## config.mk

```make
export PLATFORM = sky130hd
export DESIGN_NAME = serial_adder
export DESIGN_NICKNAME = d
export VERILOG_FILES = /design/src/rtl/serial_adder.sv
export SDC_FILE = /design/constraint.sdc
export NUM_CORES = 1
export LEC_CHECK = 0
export CAP_MARGIN = 10
export CORE_ASPECT_RATIO = 0.8
export CORE_UTILIZATION = 53
export DETAILED_ROUTE_END_ITERATION = 10
export MAX_ROUTING_LAYER = met4
export PLACE_DENSITY = 0.82
export SYNTH_ARGS = -nofsm -noshare
export SYNTH_HDL_FRONTEND = slang
export SYNTH_SLANG_ARGS = --single-unit
export TNS_END_PERCENT = 10
```

## constraint.sdc

```tcl
create_clock -name clk -period 3.3 [get_ports clk]
set_input_delay 0.66 -clock clk [delete_from_list [all_inputs] [get_ports clk]]
set_output_delay 0.66 -clock clk [all_outputs]
set_load 0.01 [all_outputs]
```

## src/rtl/serial_adder.sv

```systemverilog
// Bit-serial adder: one full-adder cell and a carry flop reused over WIDTH
// cycles, LSB-first, with the parallel sum/carry presented on completion.
module serial_adder #(
  parameter int WIDTH = 8
) (
  input  logic             clk,
  input  logic             rst,
  input  logic             start,
  input  logic [WIDTH-1:0] A,
  input  logic [WIDTH-1:0] B,
  input  logic             Cin,
  output logic             busy,
  output logic             s_bit,
  output logic             s_valid,
  output logic [WIDTH-1:0] S,
  output logic             Cout,
  output logic             done
);

  localparam int CNT_W = (WIDTH > 1) ? $clog2(WIDTH) : 1;

  localparam logic [1:0] ST_IDLE  = 2'd0;
  localparam logic [1:0] ST_SHIFT = 2'd1;
  localparam logic [1:0] ST_DONE  = 2'd2;

  logic [1:0]       r_state;
  logic [WIDTH-1:0] r_a;
  logic [WIDTH-1:0] r_b;
  logic             r_carry;
  logic [WIDTH-1:0] r_res;
  logic [CNT_W-1:0] r_cnt;
  logic [WIDTH-1:0] r_s;
  logic             r_cout;

  logic             w_sum;
  logic             w_carry_nxt;
  logic [WIDTH-1:0] w_res_nxt;
  logic             w_last;

  function automatic logic maj3(input logic x, input logic y, input logic z);
    return (x & y) | (x & z) | (y & z);
  endfunction

  assign w_sum       = r_a[0] ^ r_b[0] ^ r_carry;
  assign w_carry_nxt = maj3(r_a[0], r_b[0], r_carry);
  // New sum bit enters at the MSB so the LSB lands in bit 0 after WIDTH shifts.
  assign w_res_nxt   = (r_res >> 1) | (WIDTH'(w_sum) << (WIDTH - 1));
  assign w_last      = (r_cnt == CNT_W'(WIDTH - 1));

  always_ff @(posedge clk) begin
    if (rst) begin
      r_state <= ST_IDLE;
      r_a     <= '0;
      r_b     <= '0;
      r_carry <= 1'b0;
      r_res   <= '0;
      r_cnt   <= '0;
      r_s     <= '0;
      r_cout  <= 1'b0;
    end else begin
      case (r_state)
        ST_IDLE: begin
          if (start) begin
            r_a     <= A;
            r_b     <= B;
            r_carry <= Cin;
            r_cnt   <= '0;
            r_state <= ST_SHIFT;
          end
        end
        ST_SHIFT: begin
          r_carry <= w_carry_nxt;
          r_res   <= w_res_nxt;
          r_a     <= r_a >> 1;
          r_b     <= r_b >> 1;
          r_cnt   <= r_cnt + CNT_W'(1);
          if (w_last) begin
            r_s     <= w_res_nxt;
            r_cout  <= w_carry_nxt;
            r_state <= ST_DONE;
          end
        end
        ST_DONE: r_state <= ST_IDLE;
        default: r_state <= ST_IDLE;
      endcase
    end
  end

  assign busy    = (r_state == ST_SHIFT);
  assign s_valid = (r_state == ST_SHIFT);
  assign s_bit   = w_sum;
  assign done    = (r_state == ST_DONE);
  assign S       = r_s;
  assign Cout    = r_cout;

endmodule

```

### Word-level counts from Yosys, hierarchy flattened

Index checks and enable logic that the tools add are counted.

* register bits after elaboration: 39
* bits in latches: 0
* memory bits (writable): 0
* bits in read-only memories: 0
* input bits: 20
* output and inout port bits: 13
* word-level logic and storage cells: 38
* memories: 0

* $add $sub $neg: 1
* multipliers: 0
* divide/modulo/power cells: 0
* magnitude comparators: 0
* equality and inequality tests: 5
* shift-type cells: 0
* muxes and demuxes: 11
* bitwise logic cells: 8
* reductions and logical operators: 5

Operator list (count)
* 8-bit one-hot mux with 2 select lines: 2
* 8-bit 2-to-1 mux: 2
* 7-bit by 8-bit OR with 8-bit output: 1
* 3-bit one-hot mux with 2 select lines: 1
* 2-bit AND reduction: 3
* 2-bit 2-to-1 mux: 2
* 2-bit one-hot mux with 2 select lines: 1
* 3-bit by 1-bit adder with 3-bit output, second input constant: 1
* 1-bit AND: 3
* 3-bit == test, second input constant: 1
* 3-bit 2-to-1 mux: 1
* 2-bit by 1-bit == test with 1-bit output, second input constant: 1
* 2-bit == test, second input constant: 1
* 2-bit logical NOT: 1
* 2-bit by 1-bit != test with 1-bit output, second input constant: 1
* 2-bit != test, second input constant: 1
* 1-bit OR: 2
* 1-bit one-hot mux with 2 select lines: 1
* 2-bit nonzero test: 1
* 1-bit bitwise XOR: 2
* 1-bit 2-to-1 mux: 1

### Depth between registers and ports, before layout

* depth after elaboration: 4
* gate-level depth with buffers: 7
* mapped depth without buffers: 5

### Worst setup path after synthesis

No wires, ideal clock.

* path kind: reg2out
* start: reg r_a[0]
* end: out s_bit
* arrival: 0.916 ns
* required time: 2.640 ns
* setup slack: 1.724 ns
* cell stages (with the launch flop): 2
* buffers on the path: 0
* cell sequence: dfxtp_1 fa_1

* longest elaborated chain between the ends: 2

RTL lines
* start, declared: line 27 `logic [WIDTH-1:0] r_a;`
* start signal, assigned: line 74 `r_a <= r_a >> 1;`
* 1-bit bitwise XOR (2 in a row): line 44 `assign w_sum = r_a[0] ^ r_b[0] ^ r_carry;`
* end, declared: line 13 `output logic s_bit,`

Every way passes these cells.

### Worst setup path after layout

* start: reg r_state[0]
* end: out busy

* longest elaborated chain between the ends: 1

RTL lines
* start, declared: line 26 `logic [1:0] r_state;`
* start signal, assigned: line 52 `r_state <= ST_IDLE;`
* start signal, assigned: line 68 `r_state <= ST_SHIFT;`
* start signal, assigned: line 80 `r_state <= ST_DONE;`
* 2-bit by 1-bit == test with 1-bit output: line 89 `assign busy = (r_state == ST_SHIFT);`
* end, declared: line 12 `output logic busy,`

Every way passes these cells.

==> results.json <==
{
  "status": "completed",
  "hold_path.class": "reg2reg",
  "grt_max_degree": 39,
  "post_cts_buffers": 0,
  "antenna_found_initial": 0,
  "dieWidth_microns": 63.3,
  "cts_tree": "done",
  "root_buffer": "clkbuf_8",
  "hold_viol": 0,
  "rsz0062_at_grt": "no",
  "synth-compound-area-share_pct": 16.5,
  "grt-ovfl-total": 0,
  "diodes": 0,
  "clk_latency_ps": 290,
  "wire_per_inst_microns": 12.5,
  "syn_inst": 170,
  "yosysUniqueCellTypes": 25,
  "critical_path.startpoint_type": "register",
  "cts_made_buffers": 5,
  "postCtsHoldBufs": 0,
  "gp_congestion": 0.802,
  "slew_headroom_pct": 68.6,
  "setup_violations": 0,
  "dp_hpwl_microns": 2040,
  "fmax_ghz": 0.380,
  "route.vias.total": 1234,
  "die_h_microns": 51.0,
  "hold_ws_ps": 453,
  "ant_nets": 0,
  "ys_seq_area_share_pct": 47.8,
  "tightestPinTransition_ps": 470,
  "initial_core_util_pct": 56.7,
  "cts_max_level": 2,
  "timing.clock.skew_ps": 4.15,
  "synthAdderAreaFrac_pct": 2.83,
  "path_class": "reg2out",
  "fin_tns_setup_ps": 0,
  "ios": 33,
  "gr-usage-all-layers_pct": 20.9,
  "core_region_area_sq_um": 2810,
  "p_per_area_nw_per_um2": 506,
  "grt_pass1_wl_microns": 4850,
  "wirelength_microns": 2940,
  "yosys_warnings": 0,
  "first_pass_iters": 4,
  "syn_to_final_growth_pct": 24.3,
  "dpl_cell_area_sq_um": 1870,
  "synthMuxAreaShare_pct": 10.1,
  "final-max-slew-violation-count": 0,
  "dieArea_sq_um": 3230,
  "vdd_drop_max_mv": 0.460,
  "leakagePower_nw": 0.741,
  "io_buffers": 32,
  "drt_iter0_markers": 42,
  "ctsResizeCount": 0,
  "crit_required_ps": 2640,
  "syn_avg_cell_area_sq_um": 9.37,
  "grt_pass1_vias": 1095,
  "synth_xor_area_share_pct": 0,
  "cts_sinks": 38,
  "yosys.area_share.simple_pct": 15.4,
  "clockBufferDepth": 2,
  "path_clk_slew_ps": 70,
  "critPathArrivalTime_ps": 1970,
  "path_max_fanout": 12,
  "total_power_w": 0.00100,
  "via_per_inst": 5.25,
  "syn_nets": 193,
  "endpoint_kind": "output port",
  "design_area_sq_um": 1980,
  "synth_area_sq_um": 1590,
  "layout_min_cycle_time_ps": 2630,
  "synth_top_family_by_area": "compound AO/OA/AOI/OAI gates",
  "max_cap_violations": 0,
  "num_rows": 17,
  "drc_errors": 0,
  "drive_gt1_share_pct": 7.61,
  "num-nets-final": 220,
  "num-fill-cells": 231,
  "synth-seq-cells": 38,
  "fin_crit_sh_pct": 79.7
}
-- area by class of cell --
type / count / area [sq um] / area share, %
Sequential cell: 38 / 761 / 38.4
Multi-Input combinational cell: 116 / 713 / 36.0
Timing Repair Buffer: 34 / 335 / 16.9
Clock buffer: 6 / 82.6 / 4.17
Tap cell: 38 / 47.5 / 2.40
Clock inverter: 1 / 30.0 / 1.52
Inverter: 2 / 10.0 / 0.506
-- Yosys cell counts --
| master | number | area, sq um |
|---|---|---|
| clkbuf_1 | 2 | 7.51 |
| buf_6 | 6 | 67.6 |
| buf_2 | 3 | 15.0 |
| dfxtp_1 | 38 | 761 |
| inv_4 | 1 | 6.26 |
| buf_1 | 1 | 3.75 |
| nor2_1 | 21 | 78.8 |
| fa_1 | 1 | 20.0 |
| mux2i_1 | 16 | 160 |
| and3b_2 | 1 | 10.0 |
| nor3b_1 | 1 | 7.51 |
| a211oi_2 | 1 | 12.5 |
| nor3_1 | 1 | 5.00 |
| o21bai_2 | 1 | 11.3 |
| o21ba_4 | 1 | 16.3 |
| buf_4 | 2 | 15.0 |
| nand2_1 | 32 | 120 |
| a22oi_1 | 4 | 30.0 |
| nand2b_1 | 1 | 6.26 |
| nand3b_2 | 1 | 11.3 |
| a21oi_1 | 16 | 80.1 |
| nor2b_1 | 1 | 6.26 |
| a211oi_1 | 15 | 113 |
| inv_1 | 1 | 3.75 |
| ha_1 | 2 | 25.0 |
-- final timing paths --
check / startpoint / endpoint / slack, ps / cells past startpoint
min: S[6]$_SDFFE_PP0P_ / S[6]$_SDFFE_PP0P_ / 450 / 2
max reg2reg: r_state[0]$_SDFFE_PP0P_ / r_carry$_SDFFE_PP0P_ / 1830 / 3
min reg2reg: S[6]$_SDFFE_PP0P_ / S[6]$_SDFFE_PP0P_ / 450 / 2
max: r_state[0]$_SDFFE_PP0P_ / busy / 670 / 3
-- sequential cells by signal (all words and copies together) (netlist names) --
| register | cells |
|---|---|
| Cout | 1 |
| S | 8 |
| r_a | 8 |
| r_b | 8 |
| r_carry | 1 |
| r_cnt | 3 |
| r_res | 7 |
| r_state | 2 |
-- placed cells by master, fill, tap and decap left out, drive strengths merged, types with 2 or more instances in the layout --
| cell | netlist | final |
|---|---|---|
| a21oi | 16 | 16 |
| a211oi | 16 | 16 |
| clkdlybuf4s50 | 0 | 32 |
| inv | 2 | 2 |
| nor2 | 21 | 21 |
| nand2 | 32 | 32 |
| dfxtp | 38 | 38 |
| buf | 12 | 2 |
| clkbuf | 2 | 6 |
| a22oi | 4 | 4 |
| ha | 2 | 2 |
| mux2i | 16 | 16 |
-- worst max-delay path, cell delays in order (launching register included) --
cell             delay [ps]
dfxtp_1                 610
nand2b_1                310
inv_4                   210
clkdlybuf4s50_1         550
-- layer usage --
metal  GRT usage (%)  vias up  wire (microns)
li1                -      632               -
met1            23.7      572            1420
met2            34.2       24            1360
met3            5.58        6             121
met4            11.4        0              42
met5               -        -               0
-- cell families (layout without fill, tap and decap cells) --
group	count (synthesis)	in the layout
multiplexers	16	16
adder cells (fa/ha/maj)	3	3
AO/OA/AOI/OAI	38	38
flip-flops	38	38
AND/OR/NAND/NOR	59	59
buffers and inverters	16	43
-- power breakdown --
group / switching (W) / internal (W)
Sequential: 0.0000157 / 0.000481
Clock: 0.000151 / 0.000242
Combinational: 0.0000536 / 0.0000602
Total: 0.000220 / 0.000782
-- metrics by stage --
stage	setup WS [ps]	util, %	cells
5_1_grt	547	70.5	235
3_5_place_dp	990	66.5	228
6_report	669	70.5	235
2_1_floorplan	1720	-	170
4_1_cts	678	70.5	235
3_3_place_gp	1060	66.5	228
(Power assumes the default switching activity.)
